==> src/rtl/coef_bank.sv <==
// coef_bank: double-buffered, symmetric-folded FIR coefficient store.
// The active bank answers the filter's read port with a one-cycle registered read.
// The shadow bank is refilled over a valid/ready port.
// The banks swap in a single cycle once every unique tap has arrived.
module coef_bank #(
    parameter int NTAPS = 65,
    parameter int DW = 18,
    parameter int AW = 7,
    localparam int NSTORE = (NTAPS + 1) / 2,
    localparam int GW = DW + 7
) (
    input  logic          clock,
    input  logic          reset,
    input  logic [AW-1:0] coefaddress,
    output logic [DW-1:0] coefdata,
    input  logic          ld_start,
    input  logic          ld_abort,
    input  logic          ld_valid,
    input  logic [DW-1:0] ld_data,
    output logic          ld_ready,
    output logic          ld_busy,
    output logic          ld_done,
    output logic [GW-1:0] gain
);

    localparam int CW = $clog2(NSTORE);

    localparam logic [1:0] IDLE = 2'd0;
    localparam logic [1:0] LOAD = 2'd1;
    localparam logic [1:0] SWAP = 2'd2;

    logic [1:0]    state;
    logic [1:0]    state_next;
    logic [CW-1:0] count;
    logic [GW-1:0] acc;
    logic          bank_sel;  // 0: bank0 active, bank1 shadow
    logic [DW-1:0] bank0 [NSTORE];
    logic [DW-1:0] bank1 [NSTORE];

    logic          accept;
    logic          last_word;
    logic [GW-1:0] ld_ext;
    logic [GW-1:0] addend;

    logic [CW-1:0] rd_idx;
    logic          rd_zero;
    logic          rd_sel;
    logic [DW-1:0] rd_val;

    assign ld_ready = (state == LOAD);
    assign ld_busy  = (state != IDLE);
    assign ld_done  = (state == SWAP);

    // Abort wins over a same-cycle word, so an aborted word never lands.
    assign accept    = (state == LOAD) && ld_valid && !ld_abort;
    assign last_word = (count == CW'(NSTORE - 1));
    assign ld_ext    = {{(GW - DW){ld_data[DW-1]}}, ld_data};
    // Every stored tap except the centre one appears twice in the full response.
    assign addend    = last_word ? ld_ext : (ld_ext << 1);

    // Fold the tap address onto the stored half and flag out-of-range addresses.
    always_comb begin
        rd_idx  = '0;
        rd_zero = 1'b1;
        if (int'(coefaddress) < NSTORE) begin
            rd_idx  = CW'(coefaddress);
            rd_zero = 1'b0;
        end else if (int'(coefaddress) < NTAPS) begin
            rd_idx  = CW'(NTAPS - 1 - int'(coefaddress));
            rd_zero = 1'b0;
        end
    end

    // On the swap edge the select bit has not toggled yet, so look ahead.
    // This makes the read sampled on that edge see the new taps.
    assign rd_sel = bank_sel ^ (state == SWAP);
    assign rd_val = rd_sel ? bank1[rd_idx] : bank0[rd_idx];

    // Registered read port.
    always_ff @(posedge clock or negedge reset) begin
        if (!reset) begin
            coefdata <= '0;
        end else begin
            coefdata <= rd_zero ? '0 : rd_val;
        end
    end

    // Load FSM next-state decode.
    always_comb begin
        state_next = state;
        case (state)
            IDLE: if (ld_start) state_next = LOAD;
            LOAD: begin
                if (ld_abort) begin
                    state_next = IDLE;
                end else if (accept && last_word) begin
                    state_next = SWAP;
                end
            end
            SWAP: state_next = IDLE;
            default: state_next = IDLE;
        endcase
    end

    // FSM state, load counter, gain accumulator, bank select and published gain.
    always_ff @(posedge clock or negedge reset) begin
        if (!reset) begin
            state    <= IDLE;
            count    <= '0;
            acc      <= '0;
            bank_sel <= 1'b0;
            gain     <= '0;
        end else begin
            state <= state_next;
            if (state == IDLE && ld_start) begin
                count <= '0;
                acc   <= '0;
            end
            if (accept) begin
                count <= count + CW'(1);
                acc   <= acc + addend;
            end
            if (state == SWAP) begin
                bank_sel <= ~bank_sel;
                gain     <= acc;
            end
        end
    end

    // Accepted words go to whichever bank is currently the shadow.
    always_ff @(posedge clock or negedge reset) begin
        if (!reset) begin
            for (int i = 0; i < NSTORE; i++) begin
                bank0[i] <= '0;
                bank1[i] <= '0;
            end
        end else if (accept) begin
            if (bank_sel) begin
                bank0[count] <= ld_data;
            end else begin
                bank1[count] <= ld_data;
            end
        end
    end

endmodule
==> config.mk <==
export PLATFORM = sky130hd
export DESIGN_NAME = coef_bank
export DESIGN_NICKNAME = d
export VERILOG_FILES = /design/src/rtl/coef_bank.sv
export SDC_FILE = /design/constraint.sdc
export NUM_CORES = 2
export LEC_CHECK = 0
export CAP_MARGIN = 15
export CELL_PAD_IN_SITES_DETAIL_PLACEMENT = 0
export CELL_PAD_IN_SITES_GLOBAL_PLACEMENT = 2
export CORE_UTILIZATION = 40
export CTS_BUF_LIST = sky130_fd_sc_hd__clkbuf_2 sky130_fd_sc_hd__clkbuf_4 sky130_fd_sc_hd__clkbuf_8
export DETAILED_ROUTE_END_ITERATION = 8
export DONT_BUFFER_PORTS = 1
export GPL_TIMING_DRIVEN = 0
export PLACE_DENSITY = 0.77
export SKIP_LAST_GASP = 1
export SLEW_MARGIN = 20
export SYNTH_ARGS = -nofsm -noshare
export SYNTH_HDL_FRONTEND = slang
export SYNTH_SLANG_ARGS = --single-unit
==> constraint.sdc <==
create_clock -name clock -period 4.1 [get_ports clock]
set_input_delay 0.615 -clock clock [delete_from_list [all_inputs] [get_ports clock]]
set_output_delay 0.615 -clock clock [all_outputs]
set_load 0.01 [all_outputs]
==> impl_metrics.yaml <==
run_status:
  status: "finished, violations left"
  violations: "negative setup slack"
setup_path:
  slowest_stage: "nor2_1"
  arrival_ps: 5110
  worstPathRequired_ps: 4920
  crit_fanout: 10
  path_cells: "nor2b_1 -> nand3b_1 -> nor2_1 -> and2_1 -> nand2_1 -> nor2_1 -> clkbuf_1 -> mux2_2"
  startpoint_type: "flop"
  crit_type: "flop to flop"
  cp_top_family: "simple AND/OR/NAND/NOR gates"
  worst-path-buf-inv: 1
  cpPeakStageDelay_ps: 910
  critPathCaptureType: "flop"
  cp_common_cell: "nor2_1"
cells_and_area:
  layout.cells.non_filler: 6699
  area_delta_synth_final_pct: 13.02
  fin_nets: 4687
  multiInputGateArea_mm2: 0.02583
  fillers: 13380
  final_core_util_pct: 45.69
  drive_gt1_share_pct: 40.28
  seq_area_mm2: 0.03166
sta:
  setup_viol: 65
  setup_ws_ps: -187.5
  layout_min_cycle_time_ps: 4288
  fmax_mhz: 233.2
  skew_ps: 42.32
  holdWs_ps: 89.63
  fin_crit_sh_pct: 104.6
  worst-slew-pin-transition_ps: 1286
  relSlewSlack_pct: 14.25
  rsz0062_at_grt: "true"
  slew_violations: 0
  finalHoldViolCount: 0
placed_design:
  gp_congestion: 0.9038
  dp_hpwl_um: 148100
  io_buffer_count: 0
  post-place-ws_ps: -2072
  dp.cells: 6311
yosys:
  syn_inst: 4375
  synth_common_cells: "dfrtp_1 (1,265), mux2_2 (1,198), nand2_1 (323), clkbuf_1 (288), mux2i_1 (218)"
  yosysWarningCount: 0
  synthArstFlopShare_pct: 100.0
  syn_area_per_cell_um2: 13.48
  ys_ff_latch: 1265
  yosysMostFrequentCell: "dfrtp_1"
  synth_edf_count: 0
  synth_top_area_share_pct: 53.67
  synth_largest_area_cell: "dfrtp_1"
  synthTopCellsByArea: "dfrtp_1 (54%), mux2_2 (23%), mux4_2 (5.5%)"
  syn_area_mm2: 0.05899
  synth_nets: 4437
  synth-seq-area-share_pct: 53.67
  ys_types: 69
  synth_top_flop_cell: "dfrtp_1"
floorplanning:
  start_util_pct: 40.43
  die_area_mm2: 0.1490
  rows: 140
  core-area_mm2: 0.1459
  die_h_um: 386.0
  num_io_pins: 76
  die_w_um: 386.0
power_and_ir_drop:
  combPwrFrac_pct: 11.1
  switchingPower_w: 0.007687
  leakage_nw: 31.60
  seq_power_share_pct: 46.5
  power.density_mw_per_mm2: 421.9
  internal-power_w: 0.02044
  p_clk_share_pct: 42.4
  peakVddDrop_uv: 349.1
  switching_share_pct: 27.33
clock_network:
  cts_buffer_depth: 3
  clock_latency_ps: 950
  cts_buffers: 213
  cts.sinks: 1265
  path_clk_slew_ps: 60
  clockRootBuffer: "clkbuf_8"
  cts-htree-levels: 4
  cts_tree: "built"
routing:
  viasPerCell: 5.877
  drtIter0Drc: 3438
  detail_route.wl_per_cell_um: 31.00
  vias: 39370
  firstDrtPassIters: 6
  ant_nets: 0
  drc: 0
  wl_um: 207600
grt:
  grt_overflow: 0
  grt_pass1_vias: 40140
  antenna_found_initial: 10
  grt_start_max_net_pins: 219
  grtUsageTotal_pct: 28.15
  grt_pass1_wl_um: 296500
run:
  maxCapViolCount: 0
hold_path:
  min_path_type: "input port to flop"
## per-layer routing
| metal | vias to the layer above | wire length (µm) | GRT usage [%] |
|---|---|---|---|
| met3 | 328 | 14080 | 5.755 |
| met4 | 4 | 7454 | 10.26 |
| met2 | 1377 | 96660 | 44.33 |
| met1 | 21080 | 89290 | 38.28 |
| met5 | - | 158 | 0.7147 |
| li1 | 16580 | - | - |
## power groups by stage
stage	Clock, W	Sequential (W)	Combinational, W
after global placement	0	0.0133	0.00271
final	0.0119	0.0131	0.00312
after CTS	0.0121	0.0131	0.00306
after detailed placement	0	0.0133	0.00303
after global routing	0.0126	0.0131	0.00332
after floorplan	0	0.0132	0.00169
## cell type report
| type | instances | area share (%) |
|---|---|---|
| Timing Repair Buffer | 40 | 0.8033 |
| Inverter | 24 | 0.1464 |
| Clock inverter | 23 | 0.2928 |
| Multi-Input combinational cell | 2719 | 38.74 |
| Antenna cell | 6 | 0.02252 |
| Clock buffer | 343 | 6.359 |
| Sequential cell | 1265 | 47.49 |
| Buffer | 362 | 2.547 |
| Tap cell | 1917 | 3.598 |
## kinds of logic after synthesis
family | after synthesis | synth area share, %
xor gates and xnor gates | 19 | 0.2821
buffers and inverters | 391 | 2.889
and+or+nand+nor | 568 | 4.331
AOI/OAI and AO/OA | 540 | 6.073
DFF | 1265 | 53.67
adders and majority gates | 32 | 0.6915
muxes | 1560 | 32.07
## flip-flops by register name, summed over array words and instances (netlist names)
register,count
bank1,594
state,2
bank_sel,1
coefdata,18
count,6
acc,25
gain,25
bank0,594
## per-stage QoR
| step | TNS [ps] | cell area (µm²) | total power, W |
|---|---|---|---|
| finish | -5876 | 66670 | 0.02813 |
| global placement | -99040 | 61390 | 0.01599 |
| floorplan | 0 | 58990 | 0.01491 |
| global route | -5439 | 66660 | 0.02908 |
| CTS | -86.65 | 66450 | 0.02821 |
| detailed placement | -34280 | 61830 | 0.01632 |
## what timing repair did
action | 4_1_cts | 5_1_grt
buffers inserted | 5 | 11
endpoints found under the hold margin | 511 | 0
hold buffers | 4 | 0
gates cloned | 0 | 0
resized for setup | 36 | 43
endpoints found under the setup margin | 99 | 140
pin swaps | 0 | 4
## final timing paths
kind                             start    endpoint  slack, ps  depth (start not counted)
setup / recovery              state[0]   bank1[30]       -190                          8
hold / removal             ld_data[17]     acc[22]         90                          3
setup reg to reg              state[0]   bank1[30]       -190                          8
hold reg to reg             bank1[593]  bank1[593]        480                          2
max in group asynchronous        reset  bank1[553]        850                          6
min in group asynchronous        reset  bank0[583]        150                          2
## tightest hold or removal path: stages
cell and delay (ps):
ha_1 180, xnor2_1 130, o21ai_0 70
## layout by cell type, fill, tap and decap left out, types with 32 or more instances in the layout
master / n
nand2b_1: 32
mux2_2: 1198
dfrtp_1: 1262
nand2_1: 323
mux4_2: 144
clkbuf_1: 247
o21ai_0: 119
mux2i_1: 218
o221ai_1: 56
nor2_1: 57
clkbuf_4: 80
clkbuf_8: 266
a21oi_1: 146
clkbuf_2: 33
buf_4: 43
No activity file was read; power rests on OpenSTA's default activity.
